==> src/rtl/rv64g_l1_refill_engine.sv <==
// L1 line-refill engine: one TileLink AcquireBlock, GrantData collection, array write, GrantAck, done pulse.
// Optional macro REFILL_DENIED_RETRY_EN re-issues a denied Acquire up to MAX_RETRY times.
module rv64g_l1_refill_engine #(
    parameter int ADDR_W     = 64,
    parameter int LINE_BYTES = 64,
    parameter int BEAT_W     = 64,
    parameter int INDEX_W    = 5,
    parameter int TAG_W      = 53,
    parameter int SOURCE_W   = 4,
    parameter int SOURCE_ID  = 0,
    parameter int SINK_W     = 4,
    parameter int MAX_RETRY  = 3
) (
    input  logic                    clk_i,
    input  logic                    rst_ni,
    input  logic                    refill_req_i,
    input  logic [ADDR_W-1:0]       refill_addr_i,
    output logic                    refill_done_o,
    output logic                    refill_err_o,
    output logic                    busy_o,
    output logic                    a_valid_o,
    input  logic                    a_ready_i,
    output logic [2:0]              a_opcode_o,
    output logic [2:0]              a_param_o,
    output logic [3:0]              a_size_o,
    output logic [SOURCE_W-1:0]     a_source_o,
    output logic [ADDR_W-1:0]       a_address_o,
    input  logic                    d_valid_i,
    output logic                    d_ready_o,
    input  logic [2:0]              d_opcode_i,
    input  logic [1:0]              d_param_i,
    input  logic [SINK_W-1:0]       d_sink_i,
    input  logic                    d_denied_i,
    input  logic                    d_corrupt_i,
    input  logic [BEAT_W-1:0]       d_data_i,
    output logic                    e_valid_o,
    input  logic                    e_ready_i,
    output logic [SINK_W-1:0]       e_sink_o,
    output logic                    line_we_o,
    output logic [INDEX_W-1:0]      line_index_o,
    output logic [TAG_W-1:0]        line_tag_o,
    output logic [1:0]              line_perm_o,
    output logic [LINE_BYTES*8-1:0] line_data_o
);
    localparam int OFF_W = $clog2(LINE_BYTES);
    localparam int BEATS = LINE_BYTES * 8 / BEAT_W;
    localparam int CNT_W = (BEATS > 1) ? $clog2(BEATS) : 1;

    if (BEATS * BEAT_W != LINE_BYTES * 8 || TAG_W != ADDR_W - INDEX_W - OFF_W || MAX_RETRY < 0) begin : g_bad_cfg
        $error("rv64g_l1_refill_engine: inconsistent line/tag/retry parameters");
    end

    typedef enum logic [2:0] {S_IDLE, S_ACQ, S_BEATS, S_WRITE, S_ACK, S_DONE} state_t;

    state_t              state_reg;
    logic [ADDR_W-1:0]   addr_reg;
    logic [CNT_W-1:0]    beat_cnt_reg;
    logic                denied_reg;
    logic                error_reg;
    logic [SINK_W-1:0]   sink_reg;
    logic [1:0]          perm_reg;
    logic [BEAT_W-1:0]   beat_mem [BEATS];
    logic                a_valid_reg, d_ready_reg, e_valid_reg;
    logic                line_we_reg, done_reg, err_reg, busy_reg;
`ifdef REFILL_DENIED_RETRY_EN
    localparam int RETRY_W = $clog2(MAX_RETRY + 1) > 0 ? $clog2(MAX_RETRY + 1) : 1;
    logic [RETRY_W-1:0]  retry_cnt_reg;
`endif

    // Flag values including the beat being accepted this cycle.
    logic denied_next, error_next, last_beat;
    assign denied_next = denied_reg | d_denied_i;
    assign error_next  = error_reg | d_corrupt_i | (d_opcode_i != 3'd5);
    assign last_beat   = (beat_cnt_reg == CNT_W'(BEATS - 1));

    always_ff @(posedge clk_i or negedge rst_ni) begin
        if (!rst_ni) begin
            state_reg    <= S_IDLE;
            addr_reg     <= '0;
            beat_cnt_reg <= '0;
            denied_reg   <= 1'b0;
            error_reg    <= 1'b0;
            sink_reg     <= '0;
            perm_reg     <= 2'b00;
            for (int i = 0; i < BEATS; i++) beat_mem[i] <= '0;
            a_valid_reg  <= 1'b0;
            d_ready_reg  <= 1'b0;
            e_valid_reg  <= 1'b0;
            line_we_reg  <= 1'b0;
            done_reg     <= 1'b0;
            err_reg      <= 1'b0;
            busy_reg     <= 1'b0;
`ifdef REFILL_DENIED_RETRY_EN
            retry_cnt_reg <= '0;
`endif
        end else begin
            line_we_reg <= 1'b0;
            done_reg    <= 1'b0;
            err_reg     <= 1'b0;
            case (state_reg)
                S_IDLE: if (refill_req_i) begin
                    addr_reg     <= refill_addr_i & ~ADDR_W'(LINE_BYTES - 1);
                    beat_cnt_reg <= '0;
                    denied_reg   <= 1'b0;
                    error_reg    <= 1'b0;
                    busy_reg     <= 1'b1;
                    a_valid_reg  <= 1'b1;
`ifdef REFILL_DENIED_RETRY_EN
                    retry_cnt_reg <= '0;
`endif
                    state_reg    <= S_ACQ;
                end
                S_ACQ: if (a_ready_i) begin
                    a_valid_reg <= 1'b0;
                    d_ready_reg <= 1'b1;
                    state_reg   <= S_BEATS;
                end
                S_BEATS: if (d_valid_i) begin
                    beat_mem[beat_cnt_reg] <= d_data_i;
                    if (beat_cnt_reg == '0) begin
                        sink_reg <= d_sink_i;
                        perm_reg <= (d_param_i == 2'd0) ? 2'b10 : 2'b01;
                    end
                    denied_reg <= denied_next;
                    error_reg  <= error_next;
                    if (d_opcode_i == 3'd4) begin
                        // Dataless Grant: nothing to write, acknowledge straight away.
                        beat_cnt_reg <= '0;
                        d_ready_reg  <= 1'b0;
                        e_valid_reg  <= 1'b1;
                        state_reg    <= S_ACK;
                    end else if (last_beat) begin
                        beat_cnt_reg <= '0;
                        d_ready_reg  <= 1'b0;
                        line_we_reg  <= !denied_next && !error_next;
                        state_reg    <= S_WRITE;
                    end else begin
                        beat_cnt_reg <= beat_cnt_reg + 1'b1;
                    end
                end
                S_WRITE: begin
                    e_valid_reg <= 1'b1;
                    state_reg   <= S_ACK;
                end
                S_ACK: if (e_ready_i) begin
                    e_valid_reg <= 1'b0;
`ifdef REFILL_DENIED_RETRY_EN
                    if (denied_reg && !error_reg && retry_cnt_reg < RETRY_W'(MAX_RETRY)) begin
                        retry_cnt_reg <= retry_cnt_reg + 1'b1;
                        denied_reg    <= 1'b0;
                        a_valid_reg   <= 1'b1;
                        state_reg     <= S_ACQ;
                    end else begin
                        done_reg  <= 1'b1;
                        err_reg   <= denied_reg | error_reg;
                        state_reg <= S_DONE;
                    end
`else
                    done_reg  <= 1'b1;
                    err_reg   <= denied_reg | error_reg;
                    state_reg <= S_DONE;
`endif
                end
                S_DONE: begin
                    busy_reg  <= 1'b0;
                    state_reg <= S_IDLE;
                end
                default: state_reg <= S_IDLE;
            endcase
        end
    end

    for (genvar gi = 0; gi < BEATS; gi++) begin : g_line
        assign line_data_o[gi*BEAT_W +: BEAT_W] = beat_mem[gi];
    end

    // Fixed A fields read as zero whenever no Acquire is outstanding.
    assign a_opcode_o    = a_valid_reg ? 3'd6 : 3'd0;
    assign a_param_o     = 3'd0;
    assign a_size_o      = a_valid_reg ? 4'(OFF_W) : 4'd0;
    assign a_source_o    = a_valid_reg ? SOURCE_W'(SOURCE_ID) : '0;
    assign a_address_o   = addr_reg;
    assign a_valid_o     = a_valid_reg;
    assign d_ready_o     = d_ready_reg;
    assign e_valid_o     = e_valid_reg;
    assign e_sink_o      = sink_reg;
    assign line_we_o     = line_we_reg;
    assign line_index_o  = addr_reg[OFF_W +: INDEX_W];
    assign line_tag_o    = addr_reg[ADDR_W-1 -: TAG_W];
    assign line_perm_o   = perm_reg;
    assign refill_done_o = done_reg;
    assign refill_err_o  = err_reg;
    assign busy_o        = busy_reg;
endmodule

==> config.mk <==
export PLATFORM = sky130hd
export DESIGN_NAME = rv64g_l1_refill_engine
export DESIGN_NICKNAME = d
export VERILOG_FILES = /design/src/rtl/rv64g_l1_refill_engine.sv
export SDC_FILE = /design/constraint.sdc
export NUM_CORES = 1
export LEC_CHECK = 0
export BUFFER_PORTS_ARGS = -buffer_cell sky130_fd_sc_hd__buf_4
export CAP_MARGIN = 20
export CORE_AREA = 2 2 311 313
export DETAILED_ROUTE_END_ITERATION = 10
export DIE_AREA = 0 0 313 315
export GPL_TIMING_DRIVEN = 0
export PLACE_DENSITY = 0.45
export SLEW_MARGIN = 20
export SYNTH_ARGS = -nofsm -noshare
export SYNTH_HDL_FRONTEND = slang
export SYNTH_SLANG_ARGS = --single-unit
export TNS_END_PERCENT = 10
==> constraint.sdc <==
create_clock -name clk_i -period 2.5 [get_ports clk_i]
set_input_delay 0.25 -clock clk_i [delete_from_list [all_inputs] [get_ports clk_i]]
set_output_delay 0.25 -clock clk_i [all_outputs]
set_load 0.03 [all_outputs]
==> metrics, run 1 <==
HP Start=d_param_i[1]; Setup violations, final=0; Routed Antenna Nets=0; drt total wl=a little over 80 mm; DP HPWL=between 50 and 60 mm; number of I/O pins=roughly 810; largest net degree at the start of global routing=97; cells after synthesis=approximately 1400; Final min period=between 2 and 2.5 ns; Hold Path Class=input port to flop; Clk pin slew, worst setup/hold paths=~0.06 ns; # H-tree levels=3; Synth top area share=0.634; Least-Margin Pin Slew=0.641 ns; ys flop type=dfrtp_1; crit path buf inv count=3; Nets=between 2000 and 3000; Worst-Skew Late Latency=about 0.64 ns; crit path kind=flop to flop; crit-path most repeated cell=buf_2; CTS tree=done; Total Power=37.0 mW; Yosys warnings=0; fin cells=3729; standard-cell row count=approximately 110; Max-Cap Viols=0; Worst R2R Start=state_reg[0]$_DFFE_PN0P_; Slew Limit Headroom=0.566; I/O Buffers=between 700 and 800; post-layout util=0.366; final-report hold violation count=0; initial antenna violation count=1; mapped cell area=~23000 um2; register area share after synthesis=0.634; # clock sinks=slightly below 600; Worst R2R End=line_data_o[413]$_DFFE_PN0P_; fill count=9259; Die X-Extent=313 um; count of flip-flops with a built-in enable after synthesis=0; Crit path required time=3.02 ns; Die Y=approximately 320 um; register area=about 15000 um2; first-pass iteration count of the detailed router=4; CORE AREA=roughly 96000 um2; FF-to-FF setup slack=0.13 ns; Pins Over Slew Limit=0; CP Launch Type=flop; gr usage total=0.160; delay of the slowest critical-path stage=around 0.42 ns; Layout area overhead=49.9%; largest cells by area after synthesis=dfrtp_1 (63%), mux2_2 (22%), mux2_4 (7.7%); Yosys top cell by area=dfrtp_1; GP Congestion=between 0.7 and 0.8; placed cells=between 3000 and 4000; first-pass GRT wire length=117 mm; crit path DAT=2.88 ns; Syn Area/Cell=roughly 17 um2; max FFs per register=512; DP Area=~31000 um2; period utilization=0.946; VDD IR max=1.21 mV; critical-path cell list=buf_6 -> and4bb_2 -> and4_1 -> buf_2 -> buf_2 -> mux2_2; Fmax achieved=423 MHz; routed vias/inst=about 4.1; clock skew=around 0.026 ns; design area=between 30000 and 40000 um2; full die area=98600 um2; TritonCTS buffer count=73; unrepaired setup endpoints after global routing=false; detailed router's first-iteration violation count=549; Congestion Overflow GR=0; power per cell area=about 1100 nW/um2; delay-heaviest family, CP=buffers and inverters; root buf cell=clkbuf_16; Worst Hold Depth=3; Max FO, Critical Path=10; CTS Buffer Depth=3; synth unique cells=43; CP max stage cell=buf_2; Hold Path Sink=line_perm_o[1]$_DFFE_PN0P_; Leak=18.4 nW; Setup crit end kind=flop; outcome=finished, final reports clean; Multi-input gate area=between 7000 and 8000 um2; Post-route DRC=0; Synth Register Bits=591; R2R depth=6; DR vias=15400; layout cells sized above 1=0.667; Async SR Flop Fraction=1.00; vias in the first global route=16700; Starting Density=0.244; routed wire length per instance=about 22 um
where the power goes:
group          leakage [nW]  internal, mW  switching (mW)
registers              7.93          11.4            1.36
clock network          1.23          6.56            4.20
logic                  9.21          5.83            7.62
placed cells by master (no fill, tap or decap), drive strengths merged, types with 2 or more instances in the layout:
master	synthesis	final
inv	6	8
mux2	575	575
diode	0	2
a21oi	3	3
o21ai	3	3
a31o	3	3
nor2	9	9
nor4	2	2
clkbuf	4	116
ha	3	3
clkinv	0	14
conb	1	16
nand2	3	3
nor3b	3	3
buf	138	930
dfrtp	591	591
and4	2	2
dlygate4sd3	0	138
nand3b	2	2
nand3	3	3
bufinv	0	4
nor4b	4	4
or4	2	2
worst register-to-register path: stages, from the launching register on:
cell	delay, ns
dfrtp_1	0.37
buf_6	0.13
and4bb_2	0.33
and4_1	0.19
buf_2	0.42
buf_2	0.43
mux2_2	0.39
metrics by stage:
| stage | setup TNS [ns] | worst slack (ns) | hold WS (ns) |
|---|---|---|---|
| CTS | -0.00194 | -0.00194 | 0.00974 |
| floorplan | 0 | 0.608 | -0.0456 |
| detailed placement | -11.25 | -0.208 | 0.335 |
| global route | 0 | 0.0000737 | 0.0416 |
| global placement | -3196.52 | -5.44 | 0.438 |
| finish | 0 | 0.134 | 0.0702 |
timing repair:
item / 4_1_cts / 5_1_grt
resized for setup: 4 / 3
buffers inserted: 0 / 3
pin swaps: 0 / 1
gates cloned: 0 / 0
hold endpoints to repair: 678 / 0
endpoints found under the setup margin: 85 / 96
hold buffers: 138 / 0
cell usage after synthesis, drive strengths merged (2+ instances only):
library cell / n
o21ai: 3
clkbuf: 4
inv: 6
nor3b: 3
nor4b: 4
nand2: 3
mux2: 575
or4: 2
nand3: 3
dfrtp: 591
a31o: 3
nor4: 2
nand3b: 2
ha: 3
a21oi: 3
and4: 2
buf: 138
nor2: 9
per-layer routing:
metal | vias up | global-route usage | share of wire
li1 | 6835 | - | -
met1 | 7940 | 0.190 | 0.40
met2 | 506 | 0.273 | 0.50
met3 | 98 | 0.0516 | 0.073
met4 | 0 | 0.0569 | 0.027
met5 | - | 0 | 0
worst max-delay path by stage:
stage / startpoint / end / slack [ns] / cells past startpoint
after floorplan: state_reg[0]$_DFFE_PN0P_ / line_data_o[100]$_DFFE_PN0P_ / 0.61 / 6
after global placement: rst_ni / a_address_o[20]$_DFFE_PN0P_ / -5.44 / 1
after detailed placement: beat_cnt_reg[2]$_DFFE_PN0P_ / line_data_o[455]$_DFFE_PN0P_ / -0.21 / 5
after CTS: state_reg[0]$_DFFE_PN0P_ / line_data_o[402]$_DFFE_PN0P_ / -0.002 / 6
after global routing: state_reg[0]$_DFFE_PN0P_ / line_data_o[264]$_DFFE_PN0P_ / 0.00007 / 6
final: state_reg[0]$_DFFE_PN0P_ / line_data_o[413]$_DFFE_PN0P_ / 0.13 / 6
cells by family after synthesis:
group,share of synthesized area
compound gates,0.00510
fa+ha+maj,0.00161
buf+inv,0.0497
flops,0.634
mux,0.297
other cells,0.000161
simple gates,0.0123
final cells by class:
cell class / count / area share
clock inverters: 20 / 0.00751
clock buffers: 110 / 0.0634
flip-flops and latches: 591 / 0.423
well taps: 1276 / 0.0456
inverters: 6 / 0.000644
repair buffers: 932 / 0.214
diodes: 2 / 0.000143
multi-input cells: 650 / 0.213
plain buffers: 142 / 0.0329
No activity file was read; power rests on OpenSTA's default activity.
==> inputs of run 2 (changes only) <==
- ABC_AREA: default -> 1
- CAP_MARGIN: 20 -> 25
- CORE_AREA: 2 2 311 313 -> 2 2 315 317
- DIE_AREA: 0 0 313 315 -> 0 0 317 319
==> metrics, run 2 <==
Starting Density=0.250 (was 0.244); initial antenna violation count=8 (was 1); clock skew=0.0230 ns (was 0.0260 ns); Pins Over Slew Limit=0 (unchanged); synthesized-area fraction occupied by adder cells=0.00154 (was 0.00161); Post-route DRC=0 (unchanged); CTS Buffer Depth=3 (unchanged); Fmax achieved=422 MHz (was 423 MHz); number of post-CTS setup repair buffers=0 (unchanged); most common cell in the netlist=nand2_1 (was dfrtp_1); DP Area=31600 um2 (was 31100 um2); CP Launch Type=flop (unchanged); design area=34700 um2 (was 35000 um2); first-pass iteration count of the detailed router=5 (was 4); CTS-repair resized insts=0 (was 4); routed wire length per instance=23.5 um (was 21.8 um); routed vias/inst=4.50 (was 4.12); placed cells=4775 (was 3456); VDD IR max=0.769 mV (was 1.21 mV); Least-Margin Pin Slew=1.12 ns (was 0.641 ns); crit path DAT=2.94 ns (was 2.88 ns); mapped cell area=24400 um2 (was 23300 um2); Crit path required time=3.07 ns (was 3.02 ns); gr usage total=0.228 (was 0.160); final-report hold violation count=0 (unchanged); layout cells sized above 1=0.279 (was 0.667); drt total wl=117 mm (was 81.1 mm); cells after synthesis=2747 (was 1374); top cells by count, synth=nand2_1 (1244), dfrtp_1 (591), o21ai_1 (300), o21ai_0 (218), clkbuf_1 (118) (was dfrtp_1 (591), mux2_2 (455), mux2_4 (120), buf_4 (78), buf_2 (39)); fin cells=4977 (was 3729); CTS tree=done (unchanged); GP Congestion=0.822 (was 0.789); largest family of logic cells by synthesized area=simple AND/OR/NAND/NOR gates (was multiplexers); Congestion Overflow GR=0 (unchanged); FF-to-FF setup slack=0.13 ns (about the same); outcome=finished, final reports clean (unchanged); most frequent cells in the layout=nand2_1 (1244), buf_4 (797), dfrtp_1 (591) (was buf_4 (865), dfrtp_1 (591), mux2_2 (455)); Die X-Extent=317 um (was 313 um); standard-cell row count=115 (was 114); full die area=101000 um2 (was 98600 um2); post-synthesis simple-gate area fraction=0.207 (was 0.0123); unrepaired setup endpoints after global routing=false (unchanged); Syn Area/Cell=8.88 um2 (was 17.0 um2); crit path kind=flop to flop (unchanged); Nets=3782 (was 2544); detailed router's first-iteration violation count=1537 (was 549); period utilization=0.948 (was 0.946); Clk pin slew, worst setup/hold paths=0.06 ns (about the same); commonest non-fill, non-tap cell in the layout=nand2_1 (was buf_4); synth unique cells=25 (was 43); Layout area overhead=42.3% (was 49.9%); CORE AREA=97700 um2 (was 95700 um2); largest cells by area after synthesis=dfrtp_1 (61%), nand2_1 (19%), o21ai_1 (6.2%) (was dfrtp_1 (63%), mux2_2 (22%), mux2_4 (7.7%)); Setup crit end kind=flop (unchanged); Yosys warnings=0 (unchanged); max FFs per register=512 (unchanged); Async SR Flop Fraction=1.00 (unchanged); setup tns final=0 ns (unchanged); Hold Path Class=input port to flop (unchanged); hold slack=0.0615 ns (was 0.0702 ns); register area share after synthesis=0.607 (was 0.634); Slew Limit Headroom=0.250 (was 0.566); Synth top area share=0.607 (was 0.634); DP HPWL=84.3 mm (was 59.4 mm); Setup violations, final=0 (unchanged); TritonCTS buffer count=71 (was 73); XOR/XNOR Fraction of Synth Area=0 (unchanged); Worst-Skew Late Latency=0.64 ns (about the same); # H-tree levels=3 (unchanged); largest net degree at the start of global routing=92 (was 97); Synth Register Bits=591 (unchanged); Die Y=319 um (was 315 um); Max FO, Critical Path=10 (unchanged); count of flip-flops with a built-in enable after synthesis=0 (unchanged); Yosys top cell by area=dfrtp_1 (unchanged); mux cell area share after synthesis=0 (was 0.297); first-pass GRT wire length=166 mm (was 117 mm); Leak=19.7 nW (was 18.4 nW); root buf cell=clkbuf_16 (unchanged); I/O Buffers=719 (was 783); DR vias=22400 (was 15400); power per cell area=1150 nW/um2 (was 1060 nW/um2); number of I/O pins=806 (unchanged); Max-Cap Viols=0 (unchanged); Final min period=2.37 ns (about the same); # clock sinks=591 (unchanged); post-synthesis compound-gate area fraction=0.107 (was 0.00509); ys flop type=dfrtp_1 (unchanged); vias in the first global route=22300 (was 16700); Routed Antenna Nets=0 (unchanged)
-- run 2: worst paths after layout --
check,startpoint,endpoint,cells after the start
max in group asynchronous,rst_ni,line_data_o[364]$_DFFE_PN0P_,5
min in group asynchronous,rst_ni,line_data_o[136]$_DFFE_PN0P_,2
setup / recovery,beat_cnt_reg[2]$_DFFE_PN0P_,line_data_o[170]$_DFFE_PN0P_,7
hold / removal,d_opcode_i[2],beat_cnt_reg[1]$_DFFE_PN0P_,4
setup reg to reg,beat_cnt_reg[2]$_DFFE_PN0P_,line_data_o[170]$_DFFE_PN0P_,7
hold reg to reg,line_data_o[411]$_DFFE_PN0P_,line_data_o[411]$_DFFE_PN0P_,2
-- run 2: power by group --
group | internal [mW] | switching [mW] | total (mW)
Sequential | 11.8 | 1.59 | 13.4
Clock | 6.11 | 4.38 | 10.5
Combinational | 5.30 | 10.8 | 16.1
-- run 2: cells by family after synthesis --
group | count (synthesis)
other | 1
AND/OR/NAND/NOR | 1293
flip-flops | 591
adder cells (fa/ha/maj) | 3
AO/OA/AOI/OAI | 521
buffers and inverters | 338
-- run 2: area by class of cell --
cell class                 instances  area, um2
fill                           10200      63000
sequential                       591      14800
tap                             1287       1610
antenna                            5       12.5
clock inverter                    16        124
inverter                          22       82.6
timing repair buffer             799       6330
multi-input combinational       1833       7740
clock buffer                     108       2180
buffer                           316       1820
-- run 2: worst max-delay path, stage by stage (launching register included) --
cell and delay (ns):
dfrtp_1 0.45, inv_1 0.15, nand3_1 0.20, buf_2 0.42, nor2_8 0.52, buf_2 0.33
nand2_1 0.10, nand2_1 0.09
-- run 2: timing repair --
item	CTS	global route
setup endpoints to repair	0	2
endpoints found under the hold margin	240	0
hold buffers	73	0
-- run 2: metal layers --
layer  wire length [um]  part of all wire  vias up  global-route usage
met5                  0                 0        -                   0
met3               8420             0.072      135              0.0552
met2              57900              0.49      762               0.388
li1                   -                 -    10400                   -
met4               3060             0.026        0              0.0672
met1              47700              0.41    11100               0.282
-- run 2: stage by stage --
stage	worst slack, ns	power (mW)	utilization
2_1_floorplan	1.01	22.2	-
3_3_place_gp	-6.18	29.6	0.322
3_5_place_dp	0.0488	29.8	0.324
4_1_cts	0.0289	40.5	0.355
5_1_grt	0.0315	41.9	0.355
6_report	0.130	40.0	0.355
==> inputs of run 3 (changes only) <==
- BUFFER_PORTS_ARGS: -buffer_cell sky130_fd_sc_hd__buf_4 -> -buffer_cell sky130_fd_sc_hd__buf_2
==> metrics, run 3 (synthesis results as in run 2) <==
period utilization=0.911 (was 0.948); Routed Antenna Nets=0 (unchanged); GP Congestion=0.832 (was 0.822); number of post-CTS setup repair buffers=0 (unchanged); # H-tree levels=3 (unchanged); clock skew=0.0282 ns (was 0.0230 ns); max FFs per register=512 (unchanged); first-pass GRT wire length=163 mm (was 166 mm); full die area=101000 um2 (unchanged); final-report hold violation count=0 (unchanged); power per cell area=1160 nW/um2 (was 1150 nW/um2); commonest non-fill, non-tap cell in the layout=nand2_1 (unchanged); VDD IR max=0.838 mV (was 0.769 mV); first-pass iteration count of the detailed router=5 (unchanged); # clock sinks=591 (unchanged); Pins Over Slew Limit=0 (unchanged); vias in the first global route=21900 (was 22300); Layout area overhead=35.2% (was 42.3%); Leak=19.6 nW (was 19.7 nW); Max FO, Critical Path=10 (unchanged); Worst-Skew Late Latency=0.64 ns (about the same); initial antenna violation count=9 (was 8); Hold Path Class=input port to flop (unchanged); fin cells=4986 (was 4977); detailed router's first-iteration violation count=1438 (was 1537); Multi-input gate area=7740 um2 (unchanged); power share of the clock group=0.276 (was 0.262); Clk pin slew, worst setup/hold paths=0.06 ns (about the same); number of I/O pins=806 (unchanged); root buf cell=clkbuf_16 (unchanged); Sequential Power Share=0.346 (was 0.335); Crit path required time=3.07 ns (about the same); combinational power share=0.378 (was 0.403); placed cells=4776 (was 4775); CTS tree=done (unchanged); Max-Cap Viols=0 (unchanged); I/O Buffers=719 (unchanged); Least-Margin Pin Slew=1.07 ns (was 1.12 ns); design area=33000 um2 (was 34700 um2); fill count=10400 (was 10200); Fmax achieved=439 MHz (was 422 MHz); CP Launch Type=flop (unchanged); unrepaired setup endpoints after global routing=false (unchanged); largest net degree at the start of global routing=88 (was 92); DR vias=22200 (was 22400); register area=14800 um2 (unchanged); Slew Limit Headroom=0.286 (was 0.250); routed wire length per instance=23.1 um (was 23.5 um); layout cells sized above 1=0.280 (was 0.279); Setup violations, final=0 (unchanged); Sw Ratio=0.432 (was 0.419); crit path kind=flop to flop (unchanged); Setup crit end kind=flop (unchanged); gr usage total=0.223 (was 0.228); Starting Density=0.250 (unchanged); outcome=finished, final reports clean (unchanged); Congestion Overflow GR=0 (unchanged); crit path DAT=2.84 ns (was 2.94 ns); Post-route DRC=0 (unchanged); hold slack=0.0543 ns (was 0.0615 ns); TritonCTS buffer count=71 (unchanged); Internal=21.8 mW (was 23.2 mW); CORE AREA=97700 um2 (unchanged); Nets=3783 (was 3782); DP Area=29900 um2 (was 31600 um2); routed vias/inst=4.46 (was 4.50); CTS Buffer Depth=3 (unchanged); DP HPWL=83.0 mm (was 84.3 mm); Sw Pwr=16.6 mW (was 16.8 mW); setup tns final=0 ns (unchanged); most frequent cells in the layout=nand2_1 (1244), buf_2 (779), dfrtp_1 (591) (was nand2_1 (1244), buf_4 (797), dfrtp_1 (591)); Die Y=319 um (unchanged); Die X-Extent=317 um (unchanged); Final min period=2.28 ns (was 2.37 ns); drt total wl=115 mm (was 117 mm); standard-cell row count=115 (unchanged)
==> run 3: changes by cell type in the layout (fill, tap and decap cells not counted) <==
| cell | delta |
|---|---|
| clkinv_8 | +1 |
| diode_2 | +3 |
| buf_8 | +1 |
| clkbuf_1 | +3 |
| clkbuf_16 | -1 |
| clkinvlp_4 | +2 |
| clkbuf_8 | +1 |
| clkbuf_2 | +1 |
| inv_6 | -2 |
| bufinv_16 | +1 |
| clkinv_2 | -1 |
| buf_2 | +718 |
| buf_4 | -718 |
==> run 3: area by class of cell <==
type,count,share of cell area
well taps,1287,0.0488
plain buffers,316,0.0554
multi-input cells,1833,0.235
inverters,22,0.00251
clock buffers,112,0.0663
repair buffers,800,0.138
flip-flops and latches,591,0.449
clock inverters,17,0.00493
diodes,8,0.000607
==> run 3: routing by layer <==
| layer | share of wire | GRT usage |
|---|---|---|
| met2 | 0.49 | 0.377 |
| met3 | 0.067 | 0.0512 |
| met5 | 0.00011 | 0 |
| met4 | 0.032 | 0.0747 |
| met1 | 0.41 | 0.278 |
==> run 3: worst paths after layout <==
kind                                                 to  cells past startpoint                        start  slack [ns]
min reg2reg                     e_sink_o[2]$_DFFE_PN0P_                      2      e_sink_o[2]$_DFFE_PN0P_        0.47
max                        line_data_o[134]$_DFFE_PN0P_                      7  beat_cnt_reg[0]$_DFFE_PN0P_        0.22
max in group asynchronous  line_data_o[422]$_DFFE_PN0P_                      5                       rst_ni        0.45
max reg2reg                line_data_o[134]$_DFFE_PN0P_                      7  beat_cnt_reg[0]$_DFFE_PN0P_        0.22
min in group asynchronous  line_data_o[133]$_DFFE_PN0P_                      2                       rst_ni        0.19
min                        line_data_o[351]$_DFFE_PN0P_                      3                 d_data_i[31]        0.05
==> run 3: power by group through the flow <==
stage          sequential (mW)  clock (mW)  combinational, mW
3_3_place_gp              13.4           0               14.5
2_1_floorplan             17.5           0               4.69
6_report                  13.3        10.6               14.5
4_1_cts                   13.3        10.9               14.7
3_5_place_dp              13.4           0               14.6
5_1_grt                   13.5        11.2               15.4
==> run 3: repair_timing <==
item,4_1_cts,5_1_grt
resized for setup,0,3
endpoints found under the setup margin,0,1
hold buffers,73,0
hold endpoints to repair,157,0
==> run 3: metrics by stage <==
| step | setup WS (ns) | power [mW] | util |
|---|---|---|---|
| finish | 0.222 | 38.4 | 0.337 |
| global route | 0.0254 | 40.2 | 0.337 |
| CTS | 0.0927 | 38.8 | 0.337 |
| detailed placement | 0.123 | 28.0 | 0.306 |
| global placement | -12.55 | 27.9 | 0.303 |
| floorplan | 1.01 | 22.2 | - |
==> run 3: worst max-delay path, cell delays in order, from the launching register on <==
cell,delay [ns]
dfrtp_1,0.46
inv_2,0.15
nand3_1,0.15
buf_2,0.39
nor2_8,0.52
buf_2,0.34
nand2_1,0.08
nand2_1,0.09
